--- src/rtl/scan_frame_ctrl.sv ---
// Row-scan timing and double-buffered 8x16 frame store
// for the LED matrix scan datapath.
module scan_frame_ctrl #(
    parameter int TICK_DIV  = 10000,
    parameter int BLANK_CYC = 500
) (
    input  logic        clock,
    input  logic        reset,
    input  logic        wr_valid,
    output logic        wr_ready,
    input  logic [2:0]  wr_row,
    input  logic [15:0] wr_data,
    input  logic        swap_req,
    output logic        swap_ack,
    output logic [7:0]  row_sel,
    output logic [15:0] col_data,
    output logic [2:0]  slot,
    output logic        blank,
    output logic        frame_sync
);

    localparam logic [23:0] DIV_LAST  = 24'(TICK_DIV - 1);
    localparam logic [23:0] BLANK_END = 24'(BLANK_CYC);

    logic [23:0] div_q, div_d;
    logic [2:0]  slot_q, slot_d;
    logic        pend_q, pend_d;

    logic [15:0] front_q [8];
    logic [15:0] back_q  [8];

    logic [7:0]  row_sel_q;
    logic [15:0] col_q;
    logic [2:0]  slot_out_q;
    logic        blank_q;
    logic        sync_q;
    logic        ack_q;

    logic wrap;
    logic boundary;
    logic blank_now;
    logic accept;
    logic do_copy;

    assign wrap      = (div_q == DIV_LAST);
    assign boundary  = wrap && (slot_q == 3'd7);
    assign blank_now = (div_q < BLANK_END);
    assign accept    = wr_valid && !pend_q;
    assign do_copy   = boundary && pend_q;

    assign wr_ready   = !pend_q;
    assign swap_ack   = ack_q;
    assign row_sel    = row_sel_q;
    assign col_data   = col_q;
    assign slot       = slot_out_q;
    assign blank      = blank_q;
    assign frame_sync = sync_q;

    // Next-state for the slot divider and the pending-swap flag.
    // A request seen while a swap is already pending merges into it,
    // including one arriving on the boundary that performs the copy.
    always_comb begin
        div_d  = wrap ? 24'd0 : div_q + 24'd1;
        slot_d = wrap ? slot_q + 3'd1 : slot_q;
        pend_d = pend_q;
        if (do_copy) begin
            pend_d = 1'b0;
        end else if (swap_req) begin
            pend_d = 1'b1;
        end
    end

    // Divider, slot counter and swap-pending state.
    always_ff @(posedge clock) begin
        if (reset) begin
            div_q  <= 24'd0;
            slot_q <= 3'd0;
            pend_q <= 1'b0;
        end else begin
            div_q  <= div_d;
            slot_q <= slot_d;
            pend_q <= pend_d;
        end
    end

    // Back buffer takes writes only while no swap is pending,
    // so a copy never races a write.
    always_ff @(posedge clock) begin
        if (reset) begin
            for (int i = 0; i < 8; i++) begin
                back_q[i] <= 16'd0;
            end
        end else if (accept) begin
            back_q[wr_row] <= wr_data;
        end
    end

    // Front buffer is replaced whole, only at a frame boundary.
    always_ff @(posedge clock) begin
        if (reset) begin
            for (int i = 0; i < 8; i++) begin
                front_q[i] <= 16'd0;
            end
        end else if (do_copy) begin
            for (int i = 0; i < 8; i++) begin
                front_q[i] <= back_q[i];
            end
        end
    end

    // Registered scan outputs decode the previous cycle's state.
    always_ff @(posedge clock) begin
        if (reset) begin
            row_sel_q  <= 8'd0;
            col_q      <= 16'd0;
            slot_out_q <= 3'd0;
            blank_q    <= 1'b1;
            sync_q     <= 1'b0;
            ack_q      <= 1'b0;
        end else begin
            row_sel_q  <= blank_now ? 8'd0 : (8'd1 << slot_q);
            col_q      <= blank_now ? 16'd0 : front_q[slot_q];
            slot_out_q <= slot_q;
            blank_q    <= blank_now;
            sync_q     <= boundary;
            ack_q      <= do_copy;
        end
    end

endmodule

--- config.mk ---
export PLATFORM = sky130hd
export DESIGN_NAME = scan_frame_ctrl
export DESIGN_NICKNAME = d
export VERILOG_FILES = /design/src/rtl/scan_frame_ctrl.sv
export SDC_FILE = /design/constraint.sdc
export NUM_CORES = 1
export LEC_CHECK = 0
export CAP_MARGIN = 5
export CORE_MARGIN = 3
export CORE_UTILIZATION = 35
export DETAILED_ROUTE_END_ITERATION = 7
export PLACE_DENSITY = 0.58
export SLEW_MARGIN = 20
export SYNTH_ARGS = -nofsm -noshare
export SYNTH_HDL_FRONTEND = slang
export SYNTH_SLANG_ARGS = --single-unit
--- constraint.sdc ---
create_clock -name clock -period 3.5 [get_ports clock]
set_input_delay 0.7 -clock clock [delete_from_list [all_inputs] [get_ports clock]]
set_output_delay 0.7 -clock clock [all_outputs]
set_load 0.05 [all_outputs]
==> flow_summary.ini <==
[synth]
synth.ff_latch_count = 314
ys.warnings.count = 0
synthCells = 846
mappedNetlistArea_mm2 = 0.0126
synth_async_sr_flop_share_pct = 0
synth_flop_cell = sky130_fd_sc_hd__edfxtp_1
number_of_distinct_library_cells_after_synthesis = 38
syn_avg_cell_area_um2 = 14.9
synth_edf_count = 256
synth.net_count = 875
seq_area_frac_synth_pct = 70.3

[layout]
fillers = 3144
multi_input_comb_area_mm2 = 0.00353
layout.cells.most_common_list = sky130_fd_sc_hd__edfxtp_1 (256), sky130_fd_sc_hd__and2_1 (224), sky130_fd_sc_hd__dfxtp_1 (56)
finalNonFillerCells = 1397
seq_area_mm2 = 0.00885
drive_above_1_share_pct = 12.5
layout.nets = 947
layout-area-overhead-vs-synth_pct = 16.9
layout.cell_area.non_filler_mm2 = 0.0147
final_common_cell = sky130_fd_sc_hd__edfxtp_1

[setup_path]
worstPathRequired_ns = 3.69
setup.worst_path.start_class = register
r2r_cells = 5
kind_of_critical_path = register to register
path_delay_family = simple AND/OR/NAND/NOR gates
cpMaxStageDelayCell = sky130_fd_sc_hd__or4b_1
worst-endpoint-arrival_ns = 2.87
timing.critical_path.slowest_cell_delay_ns = 0.57
crit_path_end_kind = register
path_depth = 5
critical_path.max_fanout = 89
cp.buffers_inverters = 1
cp_cell_sequence = or4b_1 -> or3_4 -> nor4_1 -> or2_4 -> buf_12

[sta]
finalWorstSetupSlack_ns = 0.817
slew_headroom_pct = 50.2
rsz_0062_raised_after_global_routing = false
finalHoldWorstSlack_ns = 0.352
finalMaxSlewViolations = 0
achievable-frequency_mhz = 373
period_share_pct = 76.7
setup_violations = 0
report.final.hold_viol_count = 0
clock_skew_ns = 0.0137
worst_slew_pin_slew_ns = 0.747
finalCriticalPeriod_ns = 2.68
final.setup.tns_ns = 0

[clock_network]
clk_path_buf_depth = 3
tritoncts = built
root_buf_cell = sky130_fd_sc_hd__clkbuf_16
clock_insertion_delay_worst_skew_ns = 0.56
cts.reportedPaths.clkPinSlew_ns = 0.06
cts_buffers = 31
cts.repair_timing.setup_buffer_count = 0
cts_hold_buffers = 0
ctsResizeCount = 0
h_tree_depth = 1
cts.sink_count = 314

[place]
placed_inst_area_mm2 = 0.0138
hpwlAfterDp_mm = 15.2
numPortBuffers = 53
numPlacedInstances = 1340
dpl_ws_ns = 0.563
globalplace.congestion = 0.740

[run_status]
status = complete, no violations

[power]
comb_power_share_pct = 3.2
power_report.internal_total_uw = 6050
clockPowerShare_pct = 41.2
p_switching_uw = 1550
ir_worst_vdd_mv = 0.335
leakage_uw = 0.00502
power_density_mw_per_mm2 = 516
seq_power_share_pct = 55.6
power_switching_share_pct = 20.4

[die]
placementRows = 68
chipHeight_um = 196
floorplan.initialDensity_pct = 36.0
coreArea_mm2 = 0.0350
dieArea_mm2 = 0.0383
floorplan.die.width_um = 196
boundaryPins = 54

[global_route]
grt_start_max_net_pins = 98
grt_pass1_vias = 6722
number_of_antenna_violations_at_the_first_check_in_global_routing = 0
grt_pass1_wl_mm = 38.6
gr-total-overflow = 0
grtUsageTotal_pct = 12.9

[drt]
vias_per_cell = 4.73
route.antenna.remaining_nets = 0
wire_per_inst_um = 17.8
drc = 0
first_iter_violations = 434
route.final.wire_length_mm = 24.9
via_count = 6607
drt_pre_antenna_iters = 4

[flow_run]
max_cap_viol_count = 0

[hold_path]
min_delay_path_depth = 2
min_path_type = input port to register
kinds of logic after synthesis:
logic type      count (synthesis)  synth area share, %
simple gates                  376                 17.7
flops                         314                 70.3
buf+inv                        54                 1.88
mux                            48                 7.00
compound gates                 36                 1.64
xor+xnor                       12                0.835
fa+ha+maj                       6                0.597
area by class of cell:
class	instances	area share [%]
diodes	1	0.0170
clock buffers	40	5.50
clock inverters	16	0.936
inverters	14	0.357
multi-input cells	478	24.0
flip-flops and latches	314	60.2
well taps	455	3.87
repair buffers	79	5.15
routing by layer:
| metal | vias to the layer above | GRT usage [%] | part of all wire [%] |
|---|---|---|---|
| met2 | 121 | 21.7 | 49 |
| met3 | 33 | 1.64 | 3.9 |
| met4 | 0 | 3.78 | 2.3 |
| li1 | 3178 | - | - |
| met5 | - | 0 | 0 |
| met1 | 3275 | 17.7 | 45 |
registers in the layout, summed over array words and instances (netlist names):
register    count
swap_ack        1
pend_q          1
row_sel         8
slot            3
front_q       128
slot_q          3
back_q        128
col_data       16
frame_sync      1
blank           1
div_q          24
per-stage QoR:
stage          util, %  power, µW
6_report          42.1       7600
4_1_cts           42.1       7680
5_1_grt           42.1       7870
2_1_floorplan        -       4410
3_5_place_dp      39.4       4560
3_3_place_gp      39.4       4550
final timing paths:
check	startpoint	end	slack (ns)
max	div_q[4]	front_q[2][8]	0.82
min	reset	div_q[2]	0.35
max reg2reg	div_q[4]	front_q[2][8]	0.82
min reg2reg	div_q[0]	div_q[0]	0.48
synthesized netlist by cell type (3+ instances only):
| library cell | count | area [µm²] |
|---|---|---|
| sky130_fd_sc_hd__ha_1 | 6 | 75.1 |
| sky130_fd_sc_hd__or4_1 | 5 | 37.5 |
| sky130_fd_sc_hd__mux2i_1 | 16 | 160 |
| sky130_fd_sc_hd__edfxtp_1 | 256 | 7690 |
| sky130_fd_sc_hd__dfxtp_1 | 58 | 1160 |
| sky130_fd_sc_hd__mux4_2 | 32 | 721 |
| sky130_fd_sc_hd__buf_6 | 4 | 45.0 |
| sky130_fd_sc_hd__nor3_1 | 6 | 30.0 |
| sky130_fd_sc_hd__xor2_1 | 3 | 26.3 |
| sky130_fd_sc_hd__a21oi_1 | 13 | 65.1 |
| sky130_fd_sc_hd__buf_2 | 3 | 15.0 |
| sky130_fd_sc_hd__clkbuf_1 | 32 | 120 |
| sky130_fd_sc_hd__or3_1 | 9 | 56.3 |
| sky130_fd_sc_hd__nor4_1 | 9 | 56.3 |
| sky130_fd_sc_hd__and2_1 | 224 | 1400 |
| sky130_fd_sc_hd__or2_2 | 3 | 18.8 |
| sky130_fd_sc_hd__inv_1 | 13 | 48.8 |
| sky130_fd_sc_hd__nor2_1 | 50 | 188 |
| sky130_fd_sc_hd__o31ai_1 | 6 | 45.0 |
| sky130_fd_sc_hd__o21ai_0 | 14 | 70.1 |
| sky130_fd_sc_hd__nor2b_1 | 33 | 206 |
| sky130_fd_sc_hd__nand3_1 | 12 | 60.1 |
| sky130_fd_sc_hd__xnor2_1 | 9 | 78.8 |
| sky130_fd_sc_hd__nand4_1 | 5 | 31.3 |
| sky130_fd_sc_hd__nand2_1 | 8 | 30.0 |
power by group through the flow:
| stage | registers (µW) | logic (µW) | clock network [µW] |
|---|---|---|---|
| floorplan | 4290 | 125 | 0 |
| global placement | 4300 | 248 | 0 |
| detailed placement | 4310 | 252 | 0 |
| CTS | 4230 | 252 | 3210 |
| global route | 4240 | 268 | 3360 |
| finish | 4220 | 246 | 3130 |
Power figures use the tool's default switching activity.
